==> config.mk <==
export PLATFORM = sky130hd
export DESIGN_NAME = detector_seq_ctrl
export DESIGN_NICKNAME = d
export VERILOG_FILES = /design/src/rtl/detector_seq_ctrl.sv
export SDC_FILE = /design/constraint.sdc
export NUM_CORES = 1
export LEC_CHECK = 0
export CORE_MARGIN = 2
export CORE_UTILIZATION = 50
export CTS_BUF_LIST = sky130_fd_sc_hd__clkbuf_8
export DETAILED_ROUTE_END_ITERATION = 10
export PLACE_DENSITY_LB_ADDON = 0.3
export SKIP_CTS_REPAIR_TIMING = 1
export SLEW_MARGIN = 20
export SYNTH_ARGS = -nofsm -noshare
export SYNTH_HDL_FRONTEND = slang
export SYNTH_SLANG_ARGS = --single-unit
==> constraint.sdc <==
create_clock -name clk -period 7.34 [get_ports clk]
set_input_delay 0.734 -clock clk [delete_from_list [all_inputs] [get_ports clk]]
set_output_delay 0.734 -clock clk [all_outputs]
set_load 0.02 [all_outputs]
==> src/rtl/detector_seq_ctrl.sv <==
// -----------------------------------------------------------------------------
// detector_seq_ctrl
// Power-up / recovery sequencer for an image detector. Drives the detector
// reset pin and I2C address select, waits out its boot time, enables the
// video stream and supervises it with a frame watchdog. A stalled stream
// triggers a bounded number of automatic reset/boot retries before latching
// a fault. The interline blanking value is double-buffered so that a change
// requested while streaming only lands on a frame boundary.
// All outputs come straight from flops.
// -----------------------------------------------------------------------------
module detector_seq_ctrl #(
  parameter logic [31:0] RST_CYC        = 32'd1000,
  parameter logic [31:0] BOOT_CYC       = 32'd100000,
  parameter logic [31:0] WDOG_CYC       = 32'd240000,
  parameter logic [1:0]  MAX_RETRY      = 2'd3,
  parameter logic [7:0]  INTERLINE_INIT = 8'd16
) (
  input  logic        clk,
  input  logic        rst,
  input  logic        cmd_start,
  input  logic        cmd_stop,
  input  logic        cfg_i2c_addr,
  input  logic [7:0]  cfg_interline,
  input  logic        cfg_wr,
  input  logic        frame_eop,
  output logic        reset_n_reg,
  output logic        i2c_address_reg,
  output logic [7:0]  interline_reg,
  output logic        stream_en,
  output logic        fault,
  output logic [2:0]  state_o,
  output logic [1:0]  retry_cnt,
  output logic [15:0] frame_cnt
);

  typedef enum logic [2:0] {
    ST_IDLE     = 3'd0,
    ST_RST_HOLD = 3'd1,
    ST_BOOT     = 3'd2,
    ST_RUN      = 3'd3,
    ST_RECOVER  = 3'd4,
    ST_ERROR    = 3'd5
  } state_t;

  state_t      state_r;
  state_t      state_next_s;
  logic [31:0] phase_cnt_r;
  logic [31:0] phase_cnt_next_s;
  logic [7:0]  shadow_r;
  logic [7:0]  shadow_next_s;
  logic [7:0]  interline_next_s;
  logic [1:0]  retry_next_s;
  logic [15:0] frame_next_s;
  logic        i2c_next_s;
  logic        rstn_next_s;
  logic        stream_next_s;
  logic        fault_next_s;

  // Qualified events: cmd_stop overrides everything else in the same cycle.
  logic start_acc_s;
  logic frame_acc_s;
  logic recover_s;
  logic rst_hold_done_s;
  logic boot_done_s;
  logic wdog_expired_s;

  assign start_acc_s     = !cmd_stop && (state_r == ST_IDLE) && cmd_start;
  assign frame_acc_s     = !cmd_stop && (state_r == ST_RUN) && frame_eop;
  assign recover_s       = !cmd_stop && (state_r == ST_RECOVER);
  assign rst_hold_done_s = (phase_cnt_r == (RST_CYC - 32'd1));
  assign boot_done_s     = (phase_cnt_r == (BOOT_CYC - 32'd1));
  assign wdog_expired_s  = (phase_cnt_r == (WDOG_CYC - 32'd1));

  assign state_o = state_r;

  // Next-state decision for the sequencer.
  always_comb begin
    state_next_s = state_r;
    if (cmd_stop) begin
      state_next_s = ST_IDLE;
    end else begin
      case (state_r)
        ST_IDLE: begin
          if (cmd_start) begin
            state_next_s = ST_RST_HOLD;
          end else begin
            state_next_s = ST_IDLE;
          end
        end
        ST_RST_HOLD: begin
          if (rst_hold_done_s) begin
            state_next_s = ST_BOOT;
          end else begin
            state_next_s = ST_RST_HOLD;
          end
        end
        ST_BOOT: begin
          if (boot_done_s) begin
            state_next_s = ST_RUN;
          end else begin
            state_next_s = ST_BOOT;
          end
        end
        ST_RUN: begin
          // A frame arriving on the expiry cycle still counts as alive.
          if (frame_eop) begin
            state_next_s = ST_RUN;
          end else if (wdog_expired_s) begin
            if (retry_cnt < MAX_RETRY) begin
              state_next_s = ST_RECOVER;
            end else begin
              state_next_s = ST_ERROR;
            end
          end else begin
            state_next_s = ST_RUN;
          end
        end
        ST_RECOVER: begin
          state_next_s = ST_RST_HOLD;
        end
        ST_ERROR: begin
          state_next_s = ST_ERROR;
        end
        default: begin
          state_next_s = ST_IDLE;
        end
      endcase
    end
  end

  // Phase counter restarts on every state change and on each accepted frame.
  always_comb begin
    phase_cnt_next_s = phase_cnt_r + 32'd1;
    if (state_next_s != state_r) begin
      phase_cnt_next_s = 32'd0;
    end else if (frame_acc_s) begin
      phase_cnt_next_s = 32'd0;
    end else begin
      phase_cnt_next_s = phase_cnt_r + 32'd1;
    end
  end

  // Session bookkeeping: retry/frame counters and the latched I2C address.
  always_comb begin
    retry_next_s = retry_cnt;
    frame_next_s = frame_cnt;
    i2c_next_s   = i2c_address_reg;
    if (start_acc_s) begin
      retry_next_s = 2'd0;
      frame_next_s = 16'd0;
      i2c_next_s   = cfg_i2c_addr;
    end else if (frame_acc_s) begin
      retry_next_s = 2'd0;
      frame_next_s = frame_cnt + 16'd1;
      i2c_next_s   = i2c_address_reg;
    end else if (recover_s) begin
      retry_next_s = retry_cnt + 2'd1;
      frame_next_s = frame_cnt;
      i2c_next_s   = i2c_address_reg;
    end else begin
      retry_next_s = retry_cnt;
      frame_next_s = frame_cnt;
      i2c_next_s   = i2c_address_reg;
    end
  end

  // Pin-level controls decoded from the state being entered, so they line up with state_o.
  always_comb begin
    rstn_next_s   = 1'b0;
    stream_next_s = 1'b0;
    fault_next_s  = 1'b0;
    case (state_next_s)
      ST_BOOT: begin
        rstn_next_s   = 1'b1;
        stream_next_s = 1'b0;
        fault_next_s  = 1'b0;
      end
      ST_RUN: begin
        rstn_next_s   = 1'b1;
        stream_next_s = 1'b1;
        fault_next_s  = 1'b0;
      end
      ST_ERROR: begin
        rstn_next_s   = 1'b0;
        stream_next_s = 1'b0;
        fault_next_s  = 1'b1;
      end
      default: begin
        rstn_next_s   = 1'b0;
        stream_next_s = 1'b0;
        fault_next_s  = 1'b0;
      end
    endcase
  end

  // Interline double buffer: while streaming, only a frame boundary applies the
  // shadow; a write coinciding with that boundary is taken directly.
  always_comb begin
    if (cfg_wr) begin
      shadow_next_s = cfg_interline;
    end else begin
      shadow_next_s = shadow_r;
    end
    if (state_r == ST_RUN) begin
      if (frame_eop) begin
        interline_next_s = shadow_next_s;
      end else begin
        interline_next_s = interline_reg;
      end
    end else begin
      interline_next_s = shadow_next_s;
    end
  end

  // State register and phase counter.
  always_ff @(posedge clk or posedge rst) begin
    if (rst) begin
      state_r     <= ST_IDLE;
      phase_cnt_r <= 32'd0;
    end else begin
      state_r     <= state_next_s;
      phase_cnt_r <= phase_cnt_next_s;
    end
  end

  // Registered status and detector control outputs.
  always_ff @(posedge clk or posedge rst) begin
    if (rst) begin
      reset_n_reg     <= 1'b0;
      stream_en       <= 1'b0;
      fault           <= 1'b0;
      retry_cnt       <= 2'd0;
      frame_cnt       <= 16'd0;
      i2c_address_reg <= 1'b0;
    end else begin
      reset_n_reg     <= rstn_next_s;
      stream_en       <= stream_next_s;
      fault           <= fault_next_s;
      retry_cnt       <= retry_next_s;
      frame_cnt       <= frame_next_s;
      i2c_address_reg <= i2c_next_s;
    end
  end

  // Interline shadow and applied value.
  always_ff @(posedge clk or posedge rst) begin
    if (rst) begin
      shadow_r      <= INTERLINE_INIT;
      interline_reg <= INTERLINE_INIT;
    end else begin
      shadow_r      <= shadow_next_s;
      interline_reg <= interline_next_s;
    end
  end

endmodule

==> flow_summary_export.csv <==
group,metric,value,unit
power,cellPowerDensity,179.0,nW/um^2
critical_path,end_kind,"flip-flop",
synthesis,ys_types,50,
route,drc,0,
power,peakVddDrop,134.2,uV
critical_path,start_kind,"flip-flop",
timing,fin_tns_setup,0,ns
timing,fin_crit,2.828,ns
critical_path,r2r_cells,6,
outcome,status,"completed",
global_routing,use_met2,0.2978,
timing,hold_viol_final,0,
critical_path,crit_start,"phase_cnt_r[18]",
critical_path,critPathMostFrequentCell,"nor4_1",
floorplan,start_util,0.5074,
route,via_count,2954,
timing,setup_viol,0,
finish,layout.cells.non_filler,534,
clocking,cts_buffers,9,
critical_path,slowest_delay,0.54,ns
finish,final_nets,445,
timing,worst_hold_slack,0.5039,ns
synthesis,syn_inst,390,
worst_hold_path,min_path_cells,1,
finish,layout_commonest_cell,"dfrtp_1",
global_routing,grt_use_met3,0.04519,
power,leakage,1.897,nW
timing,slew_violations,0,
finish,nFillCells,667,
power,total_power,0.8159,mW
place,place_inst,518,
critical_path,critical_path_arrival,3.08,ns
finish,diodes,0,
clocking,clock_latency,0.36,ns
timing,slew_headroom,0.4036,
synthesis,syn_area,3860,sq um
finish,largest_reg_flops,32,
clocking,cts_max_level,3,
timing,max_freq,353.6,MHz
synthesis,ys_ff_latch,73,
finish,layout-drive-gt1-share,0.1181,
finish,syn2layout_area_growth,18.09,%
place,io_buffer_count,47,
clocking,clk_pin_slew,0.09,ns
route,wl_per_cell,14.54,um
timing,worst_pin_slew,0.8947,ns
worst_hold_path,hold_end,"shadow_r[5]",
timing,rsz0062_at_grt,"false",
global_routing,track_usage,0.1977,
global_routing,grt_max_degree,74,
finish,fin_area,4558,sq um
critical_path,crit_path_top_delay_cell,"nor4_1",
synthesis,synth-seq-area-share,0.4739,
finish,final_cell_mix,"dfrtp_1, nand2_1, clkdlybuf4s50_1",
critical_path,r2r_start,"phase_cnt_r[18]",
place,placed_cell_area,4373,sq um
critical_path,critPathMaxFanout,32,
critical_path,path_cells,"nor4_1 > nand4_1 > nor4_1 > nor3_1 > o311a_4 > nor4b_1",
floorplan,num_rows,32,
synthesis,synth-warning-count,0,
global_routing,overflow,0,
critical_path,crit_required,7.59,ns
clocking,clock_sinks,73,
critical_path,r2r_slack,4.51,ns
clocking,root_buffer,"clkbuf_8",
floorplan,die_area,8438,sq um
critical_path,reg2reg_to,"phase_cnt_r[31]",
global_routing,grt-busiest-layer,"met2",
critical_path,worst-path-buf-inv,0,
synthesis,synth_flop_cell,"dfrtp_1",
critical_path,critPathKind,"reg -> reg",
finish,top_regs,"phase_cnt_r: 32 flops, frame_cnt: 16 flops",
flow_run,maxCapViolCount,0,
floorplan,die-height,91.86,um
route,dr.pass1.iters,4,
synthesis,syn-num-nets,408,
clocking,clock_path_buffers,2,
floorplan,ios,48,
global_routing,grt_pass1_vias,2871,
global_routing,grt_use_met1,0.2764,
floorplan,design.core.area,7607,sq um
synthesis,synthArstFlopShare,1.000,
route,routed_wl,7763,um
global_routing,grt_pass1_wl,13330,um
clocking,cts_tree,"done",
critical_path,critPathTopFamily,"simple AND/OR/NAND/NOR gates",
worst_hold_path,min-delay-path-class,"reg -> reg",
timing,skew,0.01206,ns
synthesis,avgSynthCellArea,9.897,sq um
finish,regMostFlops,"phase_cnt_r",
route,drtIter0Drc,165,
worst_hold_path,min_from,"shadow_r[5]",
global_routing,antenna_found_initial,0,
route,route.antenna.remaining_nets,0,
place,globalplace.congestion,0.8609,
timing,fin_crit_sh,0.3853,
route,viasPerCell,5.532,
floorplan,chipWidth,91.86,um
synthesis,synth_edf_count,0,
place,dp_hpwl,5221,um
-- layout make-up --
class / count / area [sq um] / area share
clock inverter: 7 / 61.31 / 0.01345
timing repair buffer: 50 / 493.0 / 0.1082
inverter: 4 / 15.01 / 0.003294
clock buffer: 9 / 123.9 / 0.02718
tap: 102 / 127.6 / 0.02800
sequential: 73 / 1829 / 0.4013
multi-input combinational: 289 / 1908 / 0.4186
-- worst max path at each step --
stage,endpoint,cells past startpoint
after floorplan,fault,1
after global placement,phase_cnt_r[31],7
after detailed placement,phase_cnt_r[31],7
after CTS,phase_cnt_r[31],7
after global routing,phase_cnt_r[29],6
final,phase_cnt_r[31],6
-- logic make-up after synthesis --
family          Yosys count  synth area share
fa+ha+maj                 3          0.009726
mux                      18           0.05219
compound gates           15           0.03274
xor+xnor                 46            0.1044
flops                    73            0.4739
simple gates            207            0.2917
buf+inv                  28           0.03533
-- power by group --
part	leakage [nW]	switching, mW	total (mW)	internal, mW
clock	0.0884	0.167	0.295	0.128
combinational	0.834	0.0490	0.0886	0.0397
sequential	0.974	0.0129	0.432	0.419
-- cell usage after synthesis, types with 3 or more instances --
cell type,n,area (sq um)
buf_2,3,15.01
and4_1,5,43.79
nand2_1,50,187.7
xnor2_1,23,201.4
nand2b_1,5,31.28
or4_1,4,30.03
xor2_1,23,201.4
clkbuf_1,14,52.55
nor3_1,45,225.2
nor2_1,34,127.6
mux2_2,17,191.4
or2_2,3,18.77
nor4b_1,4,35.03
dfrtp_1,71,1777
nor4_1,5,31.28
ha_1,3,37.54
and3b_1,4,35.03
and3_1,3,18.77
nand3_1,15,75.07
and2_1,4,25.02
inv_1,4,15.01
buf_6,3,33.78
nand4_1,12,75.07
-- layer usage --
layer  part of all wire  vias up  wire [um]
met5                  0        -          0
met4              0.018        0        141
met3              0.050       13        391
met2               0.44       76       3428
met1               0.49     1427       3801
li1                   -     1438          -
-- stage by stage --
stage                     utilization  worst slack (ns)
after floorplan                     -             4.756
after global placement         0.5748             4.405
after detailed placement       0.5748             4.253
after CTS                      0.5992             4.589
after global routing           0.5992             4.280
final                          0.5992             4.512
Note: power is estimated with default switching activity, not from simulation.
==> RTL edit: new RTL, same settings <==
The output `fault` loses its register stage (`fault` becomes a continuous assignment).
--- a/src/rtl/detector_seq_ctrl.sv
+++ b/src/rtl/detector_seq_ctrl.sv
@@ -230,3 +230,2 @@
       stream_en       <= 1'b0;
-      fault           <= 1'b0;
       retry_cnt       <= 2'd0;
@@ -237,3 +236,2 @@
       stream_en       <= stream_next_s;
-      fault           <= fault_next_s;
       retry_cnt       <= retry_next_s;
@@ -243,2 +241,4 @@
   end
+
+  assign fault = fault_next_s;
 
Function: no difference found for any inputs over 10 cycles, from zero or initial values and one cycle with rst high; that may be too few to reach the edited logic, so the function may still have changed.
==> RTL edit against the unedited design <==
- largest power group unchanged
- sequential cell count down 1
- setup slack worse by 1100 ps
- total power up 6.7%
- final area up 0.27%
- cell count down 0.75%
- area after synthesis down 0.65%
- wire length up 2.6%
- the flow now finishes with violations (DRC)
- sequential share of layout area down 0.66 points
==> RTL edit: results (changes against the unedited design) <==
status: complete, but fails checks
Synth area leaders: dfrtp_1, nor3_1, xnor2_1
Post-Route Skew: 10.1 ps (-1.96 ps)
met3 wire length: 302 um (-23%)
failing checks: DRC
maximum VDD drop: 0.148 mV (+10%)
dpl cell area: 4340 um2 (-0.66%)
worst hold slack: 496 ps (-7.67 ps)
P_sw: 0.000222 W (-2.8%)
wl on met1: 3.73 mm (-1.9%)
met1 GRT Util: 0.265 (-0.0112)
met3 global-route usage: 0.0332 (-0.0120)
Seq/Total Area, Yosys: 0.470 (-0.00343)
DP HPWL: 5.33 mm (+2.0%)
first-pass GRT wire length: 13.6 mm (+2.2%)
# DRC: 2 (+2)
Net Count, Synth: 407 (-0.25%)
Leak: 1.91 nW (+0.43%)
slowest cell on the critical path: or4_1
# nets final: 444 (-0.22%)
final wirelength: 7.96 mm (+2.6%)
via count: 2,943 (-0.37%)
CP max FO: 6 (-81%)
critical path arrival: 3180 ps (+100 ps)
Slew @ Worst Pin: 894 ps (-1.05 ps)
## RTL edit: cell count changes in the layout (fill, tap and decap cells not counted)
cell,delta
bufinv_16,+2
clkinvlp_4,-1
dfrtp_1,-1
inv_8,-1
## RTL edit: cell families (layout without fill, tap and decap cells)
logic type	Yosys count	after routing	share of synthesized area
AND/OR/NAND/NOR	207	207	0.294
flip-flops	72	72	0.470
XOR/XNOR	46	46	0.105
buffers and inverters	28	70	0.0356
multiplexers	18	18	0.0525
AO/OA/AOI/OAI	15	15	0.0330
adder cells (fa/ha/maj)	3	3	0.00979
## RTL edit: layout make-up
cell class | instances | area [um2]
fillers | 604 | 2760
clock buffers | 9 | 124
multi-input cells | 289 | 1910
clock inverters | 7 | 103
inverters | 4 | 15.0
well taps | 99 | 124
repair buffers | 50 | 493
flip-flops and latches | 72 | 1800
## RTL edit: through the flow
step | setup WS (ps) | std cells | power [W] | util
detailed placement | 3690 | 514 | 0.000523 | 0.593
global placement | 3710 | 514 | 0.000520 | 0.593
finish | 3430 | 530 | 0.000870 | 0.623
CTS | 3430 | 530 | 0.000877 | 0.623
global route | 3280 | 530 | 0.000907 | 0.623
floorplan | 4360 | 389 | 0.000491 | -
## RTL edit: critical path: cells and delay by family, from the launching register on
kind / cells / cell delay (ps)
AND/OR/NAND/NOR: 5 / 1610
buffers and inverters: 1 / 630
flip-flops: 1 / 450
AO/OA/AOI/OAI: 1 / 160
## RTL edit: final timing paths
check | endpoint | depth (start not counted) | startpoint
max in group asynchronous | frame_cnt[9] | 3 | rst
min in group asynchronous | i2c_address_reg | 3 | rst
setup / recovery | fault | 7 | phase_cnt_r[18]
hold / removal | shadow_r[0] | 1 | shadow_r[0]
hold reg to reg | shadow_r[0] | 1 | shadow_r[0]
setup reg to reg | phase_cnt_r[31] | 6 | phase_cnt_r[6]
